## src/rtl/game_pkg.sv

```systemverilog
// Shared game definitions: state bus encoding and winner codes.
// Used by the race sequencer and by both player physics engines.
package game_pkg;

    typedef enum logic [2:0] {
        IDLE      = 3'd0,
        SETTING   = 3'd1,
        COUNTDOWN = 3'd3,
        RACING    = 3'd4,
        PAUSE     = 3'd5,
        FINISH    = 3'd6
    } state_t;

    typedef enum logic [1:0] {
        NONE = 2'd0,
        P1   = 2'd1,
        P2   = 2'd2,
        TIE  = 2'd3
    } winner_t;

    // Width of a counter that must hold 0..n-1, never narrower than one bit.
    function automatic int cnt_width(input int n);
        return (n > 1) ? $clog2(n) : 1;
    endfunction

endpackage

```

## src/rtl/race_state_controller_if.sv

```systemverilog
// Button/engine inputs and game status outputs of the race sequencer.
interface race_state_controller_if;

    logic        start_btn;
    logic        pause_btn;
    logic        p1_ready;
    logic        p2_ready;
    logic        p1_finish;
    logic        p2_finish;
    logic [2:0]  state;
    logic [1:0]  countdown;
    logic [15:0] race_time;
    logic [1:0]  winner;
    logic        race_active;

    modport master (
        output start_btn, pause_btn, p1_ready, p2_ready, p1_finish, p2_finish,
        input  state, countdown, race_time, winner, race_active
    );

    modport slave (
        input  start_btn, pause_btn, p1_ready, p2_ready, p1_finish, p2_finish,
        output state, countdown, race_time, winner, race_active
    );

endinterface

```

## src/rtl/edge_detect.sv

```systemverilog
// One-cycle rising-edge pulse for a debounced button level.
module edge_detect (
    input  logic clk,
    input  logic rst_n,
    input  logic btn,
    output logic pulse
);

    logic btn_d;

    // NOTE: history resets to 1 so a button held through reset is not seen as a press;
    // non-blocking so every flop samples the pre-edge value.
    always_ff @(posedge clk or negedge rst_n) begin
        if (!rst_n) begin
            btn_d <= 1'b1;
        end else begin
            btn_d <= btn;
        end
    end

    assign pulse = btn & ~btn_d;

endmodule

```

## src/rtl/race_state_controller.sv

```systemverilog
// Game sequencer: drives the shared state bus, runs the start countdown,
// keeps the race timer in tenths of a second and latches the winner.
module race_state_controller
    import game_pkg::*;
#(
    parameter int          CLK_FREQ   = 100_000_000,
    parameter int          COUNT_FROM = 3,
    parameter logic [15:0] TIME_MAX   = 16'hFFFF
) (
    input logic                   clk,
    input logic                   rst_n,
    race_state_controller_if.slave bus
);

    localparam int SEC_W   = cnt_width(CLK_FREQ);
    localparam int TENTH_W = cnt_width(CLK_FREQ / 10);
    localparam logic [SEC_W-1:0]   SEC_LAST   = SEC_W'(CLK_FREQ - 1);
    localparam logic [TENTH_W-1:0] TENTH_LAST = TENTH_W'(CLK_FREQ / 10 - 1);

    logic start_edge;
    logic pause_edge;

    edge_detect u_start_edge (.clk(clk), .rst_n(rst_n), .btn(bus.start_btn), .pulse(start_edge));
    edge_detect u_pause_edge (.clk(clk), .rst_n(rst_n), .btn(bus.pause_btn), .pulse(pause_edge));

    state_t               state_q;
    logic [1:0]           countdown_q;
    logic [15:0]          race_time_q;
    winner_t              winner_q;
    logic                 race_active_q;
    logic [SEC_W-1:0]     sec_cnt;
    logic [TENTH_W-1:0]   tenth_cnt;

    always_ff @(posedge clk or negedge rst_n) begin
        if (!rst_n) begin
            state_q       <= IDLE;
            countdown_q   <= 2'd0;
            race_time_q   <= 16'd0;
            winner_q      <= NONE;
            race_active_q <= 1'b0;
            sec_cnt       <= '0;
            tenth_cnt     <= '0;
        end else begin
            case (state_q)
                IDLE: begin
                    countdown_q <= 2'd0;
                    sec_cnt     <= '0;
                    tenth_cnt   <= '0;
                    if (start_edge) state_q <= SETTING;
                end
                SETTING: begin
                    if (bus.p1_ready && bus.p2_ready) begin
                        state_q     <= COUNTDOWN;
                        countdown_q <= 2'(COUNT_FROM);
                        sec_cnt     <= '0;
                        tenth_cnt   <= '0;
                        race_time_q <= 16'd0;
                        winner_q    <= NONE;
                    end
                end
                COUNTDOWN: begin
                    if (sec_cnt == SEC_LAST) begin
                        sec_cnt <= '0;
                        if (countdown_q == 2'd1) begin
                            state_q       <= RACING;
                            countdown_q   <= 2'd0;
                            race_active_q <= 1'b1;
                        end else begin
                            countdown_q <= countdown_q - 2'd1;
                        end
                    end else begin
                        sec_cnt <= sec_cnt + 1'b1;
                    end
                end
                RACING: begin
                    // A finish in the same cycle as a pause press takes priority.
                    if (bus.p1_finish || bus.p2_finish) begin
                        state_q       <= FINISH;
                        winner_q      <= winner_t'({bus.p2_finish, bus.p1_finish});
                        race_active_q <= 1'b0;
                    end else if (pause_edge) begin
                        state_q       <= PAUSE;
                        race_active_q <= 1'b0;
                    end else if (tenth_cnt == TENTH_LAST) begin
                        tenth_cnt <= '0;
                        if (race_time_q < TIME_MAX) race_time_q <= race_time_q + 16'd1;
                    end else begin
                        tenth_cnt <= tenth_cnt + 1'b1;
                    end
                end
                PAUSE: begin
                    if (start_edge) begin
                        state_q <= IDLE;
                    end else if (pause_edge) begin
                        state_q       <= RACING;
                        race_active_q <= 1'b1;
                    end
                end
                FINISH: begin
                    if (start_edge) state_q <= IDLE;
                end
                default: begin
                    state_q       <= IDLE;
                    countdown_q   <= 2'd0;
                    race_active_q <= 1'b0;
                    sec_cnt       <= '0;
                    tenth_cnt     <= '0;
                end
            endcase
        end
    end

    assign bus.state       = state_q;
    assign bus.countdown   = countdown_q;
    assign bus.race_time   = race_time_q;
    assign bus.winner      = winner_q;
    assign bus.race_active = race_active_q;

endmodule

```

## src/flat_wrapper.sv

```systemverilog
// flat-port wrapper written by rule: the top's interface ports become plain ports
module race_state_controller_flat import game_pkg::*;
#(
    parameter int          CLK_FREQ   = 100_000_000,
    parameter int          COUNT_FROM = 3,
    parameter logic [15:0] TIME_MAX   = 16'hFFFF
)
  (clk, rst_n, bus_start_btn, bus_pause_btn, bus_p1_ready, bus_p2_ready, bus_p1_finish, bus_p2_finish, bus_state, bus_countdown, bus_race_time, bus_winner, bus_race_active);
  race_state_controller_if bus_i ();
  input logic clk;
  input logic rst_n;
  input wire logic [$bits(bus_i.start_btn)-1:0] bus_start_btn;
  input wire logic [$bits(bus_i.pause_btn)-1:0] bus_pause_btn;
  input wire logic [$bits(bus_i.p1_ready)-1:0] bus_p1_ready;
  input wire logic [$bits(bus_i.p2_ready)-1:0] bus_p2_ready;
  input wire logic [$bits(bus_i.p1_finish)-1:0] bus_p1_finish;
  input wire logic [$bits(bus_i.p2_finish)-1:0] bus_p2_finish;
  output wire logic [$bits(bus_i.state)-1:0] bus_state;
  output wire logic [$bits(bus_i.countdown)-1:0] bus_countdown;
  output wire logic [$bits(bus_i.race_time)-1:0] bus_race_time;
  output wire logic [$bits(bus_i.winner)-1:0] bus_winner;
  output wire logic [$bits(bus_i.race_active)-1:0] bus_race_active;
  assign bus_i.start_btn = bus_start_btn;
  assign bus_i.pause_btn = bus_pause_btn;
  assign bus_i.p1_ready = bus_p1_ready;
  assign bus_i.p2_ready = bus_p2_ready;
  assign bus_i.p1_finish = bus_p1_finish;
  assign bus_i.p2_finish = bus_p2_finish;
  assign bus_state = bus_i.state;
  assign bus_countdown = bus_i.countdown;
  assign bus_race_time = bus_i.race_time;
  assign bus_winner = bus_i.winner;
  assign bus_race_active = bus_i.race_active;
  race_state_controller #(.CLK_FREQ(CLK_FREQ), .COUNT_FROM(COUNT_FROM), .TIME_MAX(TIME_MAX)) u_core (.clk(clk), .rst_n(rst_n), .bus(bus_i));
endmodule
```

## config.mk

```make
export PLATFORM = sky130hd
export DESIGN_NAME = race_state_controller_flat
export DESIGN_NICKNAME = d
export VERILOG_FILES = /design/src/rtl/game_pkg.sv /design/src/rtl/race_state_controller_if.sv /design/src/rtl/edge_detect.sv /design/src/rtl/race_state_controller.sv /design/src/flat_wrapper.sv
export SDC_FILE = /design/constraint.sdc
export NUM_CORES = 1
export LEC_CHECK = 0
export ABC_AREA = 1
export CORE_MARGIN = 2
export CORE_UTILIZATION = 28
export DETAILED_ROUTE_END_ITERATION = 6
export GPL_ROUTABILITY_DRIVEN = 0
export SETUP_SLACK_MARGIN = 0.15
export SYNTH_ARGS = -nofsm -noshare
export SYNTH_HDL_FRONTEND = slang
export SYNTH_SLANG_ARGS = --single-unit
```

## constraint.sdc

```tcl
create_clock -name clk -period 1.71 [get_ports clk]
set_input_delay 0.513 -clock clk [delete_from_list [all_inputs] [get_ports clk]]
set_output_delay 0.513 -clock clk [all_outputs]
set_load 0.01 [all_outputs]
```

==> results of run 1 <==
[flip-flops by register name, summed over array words and instances (netlist names)]
name / count
u_core.sec_cnt: 27
u_core.bus.race_time: 16
u_core.bus.winner: 2
u_core.u_pause_edge.btn_d: 1
u_core.bus.countdown: 2
u_core.bus.state: 3
u_core.tenth_cnt: 24
u_core.bus.race_active: 1
u_core.u_start_edge.btn_d: 1
[layer usage]
layer  GRT usage  vias up  wire [um]
li1            -     2710          -
met4     0.04819        0        428
met5           0        -          0
met2      0.2830       97       7553
met3     0.04010       34        580
met1      0.2008     2579       6630
[how the worst max path moves through the flow]
stage | to | slack, ns | cells after the start
2_1_floorplan | u_core.bus.race_time[3] | 0.15 | 10
3_3_place_gp | u_core.tenth_cnt[6] | -0.41 | 10
3_5_place_dp | u_core.tenth_cnt[6] | -0.45 | 10
4_1_cts | bus_state[0] | 0.02 | 2
5_1_grt | u_core.tenth_cnt[19] | -0.06 | 12
6_report | u_core.tenth_cnt[9] | 0.02 | 11
[cell families (layout without fill, tap and decap cells)]
logic type	count (synthesis)	count (layout)	synth area share
flip-flops	77	77	0.3847
AND/OR/NAND/NOR	503	504	0.4306
adder cells (fa/ha/maj)	4	4	0.009980
buffers and inverters	102	260	0.08633
AO/OA/AOI/OAI	44	44	0.04816
XOR/XNOR	23	23	0.04017
[area by class of cell]
cell class                      instances  share of cell area
Inverter                               87             0.04703
Clock inverter                          6             0.01228
Timing Repair Buffer                  156              0.1970
Clock buffer                           10             0.03087
Sequential cell                        77              0.2505
Multi-Input combinational cell        575              0.4238
Timing Repair inverter                  1            0.002101
Tap cell                              225             0.03637
[power breakdown]
part,internal [W],switching (W),total (W)
sequential,0.00195,0.0000810,0.00203
combinational,0.00301,0.00317,0.00618
clock,0.00133,0.000838,0.00217
[placed cells by master, fill, tap and decap left out, types with 9 or more instances in the layout]
cell and instances:
sky130_fd_sc_hd__buf_12 9, sky130_fd_sc_hd__dlygate4sd2_1 14, sky130_fd_sc_hd__clkdlybuf4s15_1 10, sky130_fd_sc_hd__o21ai_1 13
sky130_fd_sc_hd__nor2_1 107, sky130_fd_sc_hd__inv_1 79, sky130_fd_sc_hd__buf_4 90, sky130_fd_sc_hd__nand3_2 12
sky130_fd_sc_hd__nand2_1 192, sky130_fd_sc_hd__nand2_2 33, sky130_fd_sc_hd__buf_6 23, sky130_fd_sc_hd__clkbuf_16 10
sky130_fd_sc_hd__xor2_1 15, sky130_fd_sc_hd__nor2_2 18, sky130_fd_sc_hd__nand3_1 58, sky130_fd_sc_hd__dfrtp_1 67
sky130_fd_sc_hd__nor2_4 21, sky130_fd_sc_hd__nand4_1 31
[metrics by stage]
step           setup TNS [ns]  hold slack, ns  instance area (um^2)  cells
4_1_cts                     0         0.03483                  7219   1128
3_5_place_dp           -20.63          0.4064                  6093   1066
5_1_grt               -0.8091         0.04202                  7741   1137
3_3_place_gp           -19.48          0.4043                  6093   1066
6_report                    0         0.03504                  7741   1137
2_1_floorplan               0          0.2174                  5032    753
[repair_timing]
action,in CTS,in global routing
setup buffers,40,8
gates resized for setup,147,115
gates cloned,6,1
hold buffers,0,0
pin swaps,38,36
endpoints found under the setup margin,90,77
==> qor.txt, run 1 <==
SETUP PATH
--------------------------------------------------------------------------------------
Arrival time at the worst endpoint ......................................      1.92 ns
Startpoint type of the worst setup path .................................     register
Kind of end point of the critical path ..................................     register
R2R Setup Slk ...........................................................      0.02 ns
Highest cell delay on the worst timing path .............................      0.41 ns
Top fanout value on the critical path ...................................            7
Crit path required time .................................................      1.94 ns
Family with the most delay on the worst path ............................ buffers and inverters
Crit path kind .......................................................... register to register
Logic depth of the worst register-to-register path ......................           11
CP Cell Sequence ........................................................ buf_6, buf_6, nand3_4, nand3_4, nor2_4, buf_12, buf_12, nand2_8, buf_4, nand2_1, nor2_1
Critical path origin .................................................... u_core.bus.state[0]
Crit-path slowest cell .................................................. sky130_fd_sc_hd__dfrtp_2
Worst reg2reg path startpoint ........................................... u_core.bus.state[0]
Sum of buffers and inverters on the critical path .......................            5
Capture instance of the worst register-to-register path ................. u_core.tenth_cnt[9]

TIMING
--------------------------------------------------------------------------------------
Final setup vio count ...................................................            0
Part of the cycle the worst path needs ..................................       0.9883
Max-slew headroom .......................................................       0.8064
Maximum achievable frequency ............................................    591.7 MHz
Pin slew with the least headroom to its limit ...........................    0.2893 ns
Minimum period implied by the final worst setup slack ...................     1.690 ns
RSZ-0062 raised after global routing ....................................          yes
Post-route worst setup slack ............................................   0.02002 ns
Final worst clock skew ..................................................  0.008727 ns
Final Max Slew Viols ....................................................            0
Hold Vio Cnt, Final .....................................................            0

FLOORPLAN
--------------------------------------------------------------------------------------
Die area ................................................................ 0.01900 mm^2
Effective utilization at floorplan ......................................       0.2879
Area of the core ........................................................ 0.01742 mm^2
Standard-cell rows ......................................................           48
I/O pin count ...........................................................           32
Floorplan die width .....................................................     137.8 um
Vertical die dimension ..................................................     137.8 um

DETAILED ROUTING
--------------------------------------------------------------------------------------
Wirelength per Cell .....................................................     13.36 um
Number of DRC violations after detailed-routing iteration 0 .............          278
Total number of vias ....................................................         5420
Antenna Violating Nets Remaining ........................................            0
Iteration count of the initial detailed-routing pass ....................            5
DRC violations left .....................................................            0
Routed wire length ......................................................     15190 um
Via density per instance ................................................        4.767

SYNTHESIS
--------------------------------------------------------------------------------------
Share of synthesized area occupied by flip-flops and latches ............       0.3847
Top FF cell, synth ...................................................... sky130_fd_sc_hd__dfrtp_1
Number of distinct standard cells referenced by the synthesized netlist .           36
Synth area leaders ...................................................... sky130_fd_sc_hd__dfrtp_1, sky130_fd_sc_hd__nand2_1, sky130_fd_sc_hd__nor2_1
Avg Inst Size Synth .....................................................   6.660 um^2
Flip-flop and latch count after synthesis ...............................           77
Top cell type by total area after synthesis ............................. sky130_fd_sc_hd__dfrtp_1
Synthesis Warnings ......................................................            0
Post-synthesis cell area ................................................ 0.005015 mm^2
Commonest cells post-synth .............................................. sky130_fd_sc_hd__nand2_1, sky130_fd_sc_hd__nor2_1, sky130_fd_sc_hd__inv_1, sky130_fd_sc_hd__nand3_1, sky130_fd_sc_hd__dfrtp_1
Share of the synthesized area in the top cell type ......................       0.3743
Number of nets produced by synthesis ....................................          765
Share of flip-flops with an asynchronous set or reset ...................        1.000
Most frequent cell after synthesis ...................................... sky130_fd_sc_hd__nand2_1
Gate count of the mapped netlist ........................................          753
Number of synthesized flops with an enable pin ..........................            0

GLOBAL ROUTE
--------------------------------------------------------------------------------------
Antenna violations before repair ........................................            0
Vias in the first global route ..........................................         5293
Total Routing Usage GR ..................................................       0.1634
Overflow left after global routing ......................................            0
Global-route wire length before repair ..................................     24560 um
Pin count of the biggest net entering global routing ....................           36

FINISH
--------------------------------------------------------------------------------------
Area used by sequential logic in the layout ............................. 0.001939 mm^2
Antenna Diode Count .....................................................            0
Core occupancy in the finished layout ...................................       0.4445
Final net count .........................................................          919
Area taken by multi-input logic gates ................................... 0.003281 mm^2
Area Overhead vs Synth ..................................................       54.37%
Share of post-route cells with drive strength above 1 ...................       0.3213
Fillcell total ..........................................................         1670

PLACED DESIGN
--------------------------------------------------------------------------------------
Worst slack at placement ................................................   -0.4489 ns
Placed wire-length estimate after detailed placement ....................      9966 um
PortBufs ................................................................           31

OUTCOME
--------------------------------------------------------------------------------------
Outcome ................................................................. complete, no violations

CLOCK TREE
--------------------------------------------------------------------------------------
Insertion delay to the later sink of the worst-skew pair ................      0.35 ns
H-tree depth ............................................................            3
CTS tree ................................................................         done
Clock Path Buffers ......................................................            2
Number of clock buffers inserted by TritonCTS ...........................            9
Clock Sink Count ........................................................           77
CTS Root Buffer Type .................................................... sky130_fd_sc_hd__clkbuf_16
Clock-pin slew on the worst setup and hold paths ........................      0.06 ns

PWR
--------------------------------------------------------------------------------------
Areal power density over the cells ...................................... 1341 mW/mm^2
Peak ir drop on the vdd network .........................................     1.089 mV
Leak pwr ................................................................     3.395 nW
Post-layout power .......................................................    0.01038 W

WORST HOLD PATH
--------------------------------------------------------------------------------------
Class of the worst hold path ............................................ input pin to asynchronous set/reset pin

FLOW RUN
--------------------------------------------------------------------------------------
Max-cap check violation count ...........................................            0

(Power assumes the default switching activity.)
==> inputs of run 2 (changes only) <==
--- a/config.mk
+++ b/config.mk
@@ -6,10 +6,12 @@
 export NUM_CORES = 1
 export LEC_CHECK = 0
 export ABC_AREA = 1
+export CORE_ASPECT_RATIO = 1.4
 export CORE_MARGIN = 2
 export CORE_UTILIZATION = 28
 export DETAILED_ROUTE_END_ITERATION = 6
 export GPL_ROUTABILITY_DRIVEN = 0
+export GPL_TIMING_DRIVEN = 0
 export SETUP_SLACK_MARGIN = 0.15
 export SYNTH_ARGS = -nofsm -noshare
 export SYNTH_HDL_FRONTEND = slang
==> qor.txt, run 2 (synthesis gave the netlist of run 1 again) <==
FINISH
--------------------------------------------------------------------------
Leading cell type in the layout, fill and taps excluded ..... sky130_fd_sc_hd__nand2_1
Register with the most flip-flops ........................... u_core.sec_cnt
Final net count .............................................          899
Antenna Diode Count .........................................            0
Area Overhead vs Synth ......................................       56.51%
Largest register FFs ........................................           27
Core occupancy in the finished layout .......................       0.4492
Commonest non-fill, non-tap cells in the layout ............. sky130_fd_sc_hd__nand2_1, sky130_fd_sc_hd__nor2_1, sky130_fd_sc_hd__inv_1
Share of post-route cells with drive strength above 1 .......       0.3580
Fillcell total ..............................................         1647

PWR
--------------------------------------------------------------------------
Sw frac .....................................................       0.4043
Peak ir drop on the vdd network .............................    0.5696 mV
Part of the power in registers ..............................        0.189
Leak pwr ....................................................     3.340 nW
Internal Pwr Total ..........................................   0.006545 W
Areal power density over the cells .......................... 1400 mW/mm^2
Logic gate share of total power .............................        0.618
Clock power frac ............................................        0.194
Reported net switching power ................................   0.004442 W

SETUP PATH
--------------------------------------------------------------------------
CP Cell Sequence ............................................ buf_8, buf_4, nor2_4, nand2_2, nand2_4, nand3_4, nor2_4, nand2_8, clkbuf_16, nand2_2, nand2_1
Arrival time at the worst endpoint ..........................      1.99 ns
Logic depth of the worst register-to-register path ..........           11
Total stage count of the critical path ......................           11
Startpoint type of the worst setup path .....................     register
Sum of buffers and inverters on the critical path ...........            3
Kind of end point of the critical path ......................     register
Family with the most delay on the worst path ................ simple AND/OR/NAND/NOR gates
Top fanout value on the critical path .......................            8
Highest cell delay on the worst timing path .................      0.41 ns
Crit path kind .............................................. register to register
Crit-path slowest cell ...................................... sky130_fd_sc_hd__dfrtp_1
Crit path required time .....................................      1.95 ns

CLOCK TREE
--------------------------------------------------------------------------
Clock Sink Count ............................................           77
CTS tree ....................................................         done
Insertion delay to the later sink of the worst-skew pair ....      0.35 ns
Clock-pin slew on the worst setup and hold paths ............      0.07 ns
Hold-fix buffers, CTS .......................................            0
Clock Path Buffers ..........................................            2
CTS Root Buffer Type ........................................ sky130_fd_sc_hd__clkbuf_16
Number of clock buffers inserted by TritonCTS ...............            9
H-tree depth ................................................            3

DETAILED ROUTING
--------------------------------------------------------------------------
Total number of vias ........................................         5498
Routed wire length ..........................................     16680 um
DRC violations left .........................................            0
Number of DRC violations after detailed-routing iteration 0 .          285
Antenna Violating Nets Remaining ............................            0
Via density per instance ....................................        4.878
Wirelength per Cell .........................................     14.80 um
Iteration count of the initial detailed-routing pass ........            5

FLOORPLAN
--------------------------------------------------------------------------
Die area .................................................... 0.01901 mm^2
Effective utilization at floorplan ..........................       0.2870
Standard-cell rows ..........................................           57
I/O pin count ...............................................           32
Floorplan die width .........................................     117.1 um
Area of the core ............................................ 0.01747 mm^2
Vertical die dimension ......................................     162.3 um

TIMING
--------------------------------------------------------------------------
Final Max Slew Viols ........................................            0
Post-route worst setup slack ................................  -0.03495 ns
Final setup vio count .......................................           13
Pin slew with the least headroom to its limit ...............    0.3573 ns
Final worst clock skew ......................................   0.01281 ns
RSZ-0062 raised after global routing ........................          yes
Max-slew headroom ...........................................       0.7600
Part of the cycle the worst path needs ......................        1.020
Hold Vio Cnt, Final .........................................            0
Total negative setup slack ..................................   -0.2901 ns
Minimum period implied by the final worst setup slack .......     1.745 ns
Maximum achievable frequency ................................    573.1 MHz

WORST HOLD PATH
--------------------------------------------------------------------------
Class of the worst hold path ................................ input pin to asynchronous set/reset pin

GLOBAL ROUTE
--------------------------------------------------------------------------
Vias in the first global route ..............................         5270
Global-route wire length before repair ......................     25400 um
Total Routing Usage GR ......................................       0.1714
Met3 usage in global routing ................................      0.02791
Met1 GRT Util ...............................................       0.1934
Global route hottest layer ..................................         met2
Met2 track demand over resource .............................       0.3003
Overflow left after global routing ..........................            0
Antenna violations before repair ............................            0
Pin count of the biggest net entering global routing ........           58

FLOW RUN
--------------------------------------------------------------------------
Max-cap check violation count ...............................            0

PLACED DESIGN
--------------------------------------------------------------------------
Placed wire-length estimate after detailed placement ........      9896 um
PortBufs ....................................................           31

OUTCOME
--------------------------------------------------------------------------
Violations in the final reports ............................. negative setup slack
Outcome ..................................................... complete, but fails checks

[run 2: cell count changes in the layout (fill, tap and decap cells not counted), moves of 8 or more]
cell / previous run / this run
sky130_fd_sc_hd__nand2_2: 33 / 42
sky130_fd_sc_hd__nand2_1: 192 / 176
sky130_fd_sc_hd__dfrtp_1: 67 / 52
sky130_fd_sc_hd__nor2_1: 107 / 99
sky130_fd_sc_hd__dfrtp_2: 8 / 23
sky130_fd_sc_hd__buf_8: 2 / 10
sky130_fd_sc_hd__nor2_4: 21 / 31
sky130_fd_sc_hd__buf_4: 90 / 62
[run 2: final cells by class]
cell class | instances | area [um^2] | area share
multi-input combinational | 575 | 3483 | 0.4438
timing repair buffer | 122 | 1235 | 0.1573
clock buffer | 10 | 239.0 | 0.03045
sequential | 77 | 1958 | 0.2495
tap | 236 | 295.3 | 0.03762
clock inverter | 5 | 83.83 | 0.01068
buffer | 15 | 182.7 | 0.02327
inverter | 87 | 371.6 | 0.04735
[run 2: path summary, 6_finish.rpt]
check	start	endpoint	slack (ns)
max	u_core.bus.state[0]	u_core.bus.race_time[5]	-0.03
max reg2reg	u_core.bus.state[0]	u_core.bus.race_time[5]	-0.03
min in group clk	bus_pause_btn	u_core.u_pause_edge.btn_d	0.42
min reg2reg	u_core.bus.race_active	u_core.bus.race_active	0.48
max in group asynchronous	rst_n	u_core.u_start_edge.btn_d	1.02
min	rst_n	u_core.tenth_cnt[22]	0.05
[run 2: through the flow]
stage          power, W  hold slack (ns)  setup WS [ns]  cell area (um^2)  cells
2_1_floorplan  0.003928           0.2174         0.1515              5032    753
3_3_place_gp   0.004846           0.4664         -3.151              5638   1020
3_5_place_dp   0.004845           0.4326        -0.6822              5663   1021
4_1_cts        0.009439          0.06085        0.03221              7098   1102
5_1_grt         0.01144          0.07394        -0.1050              7849   1127
6_report        0.01099          0.05024       -0.03495              7849   1127
[run 2: power groups by stage]
stage	sequential, W	combinational, W	clock (W)
global route	0.00209	0.00710	0.00225
detailed placement	0.00211	0.00273	0
global placement	0.00211	0.00273	0
finish	0.00207	0.00679	0.00213
CTS	0.00205	0.00523	0.00216
floorplan	0.00211	0.00182	0
[run 2: repair_timing]
action / CTS / global route
gates resized for setup: 204 / 160
setup buffers: 60 / 22
pin swaps: 32 / 41
gates cloned: 6 / 3
setup endpoints to repair: 93 / 84
[run 2: per-layer routing]
| metal | share of wire | vias to the layer above |
|---|---|---|
| met1 | 0.38 | 2605 |
| met5 | 0 | - |
| met3 | 0.036 | 63 |
| li1 | - | 2677 |
| met4 | 0.052 | 0 |
| met2 | 0.53 | 153 |
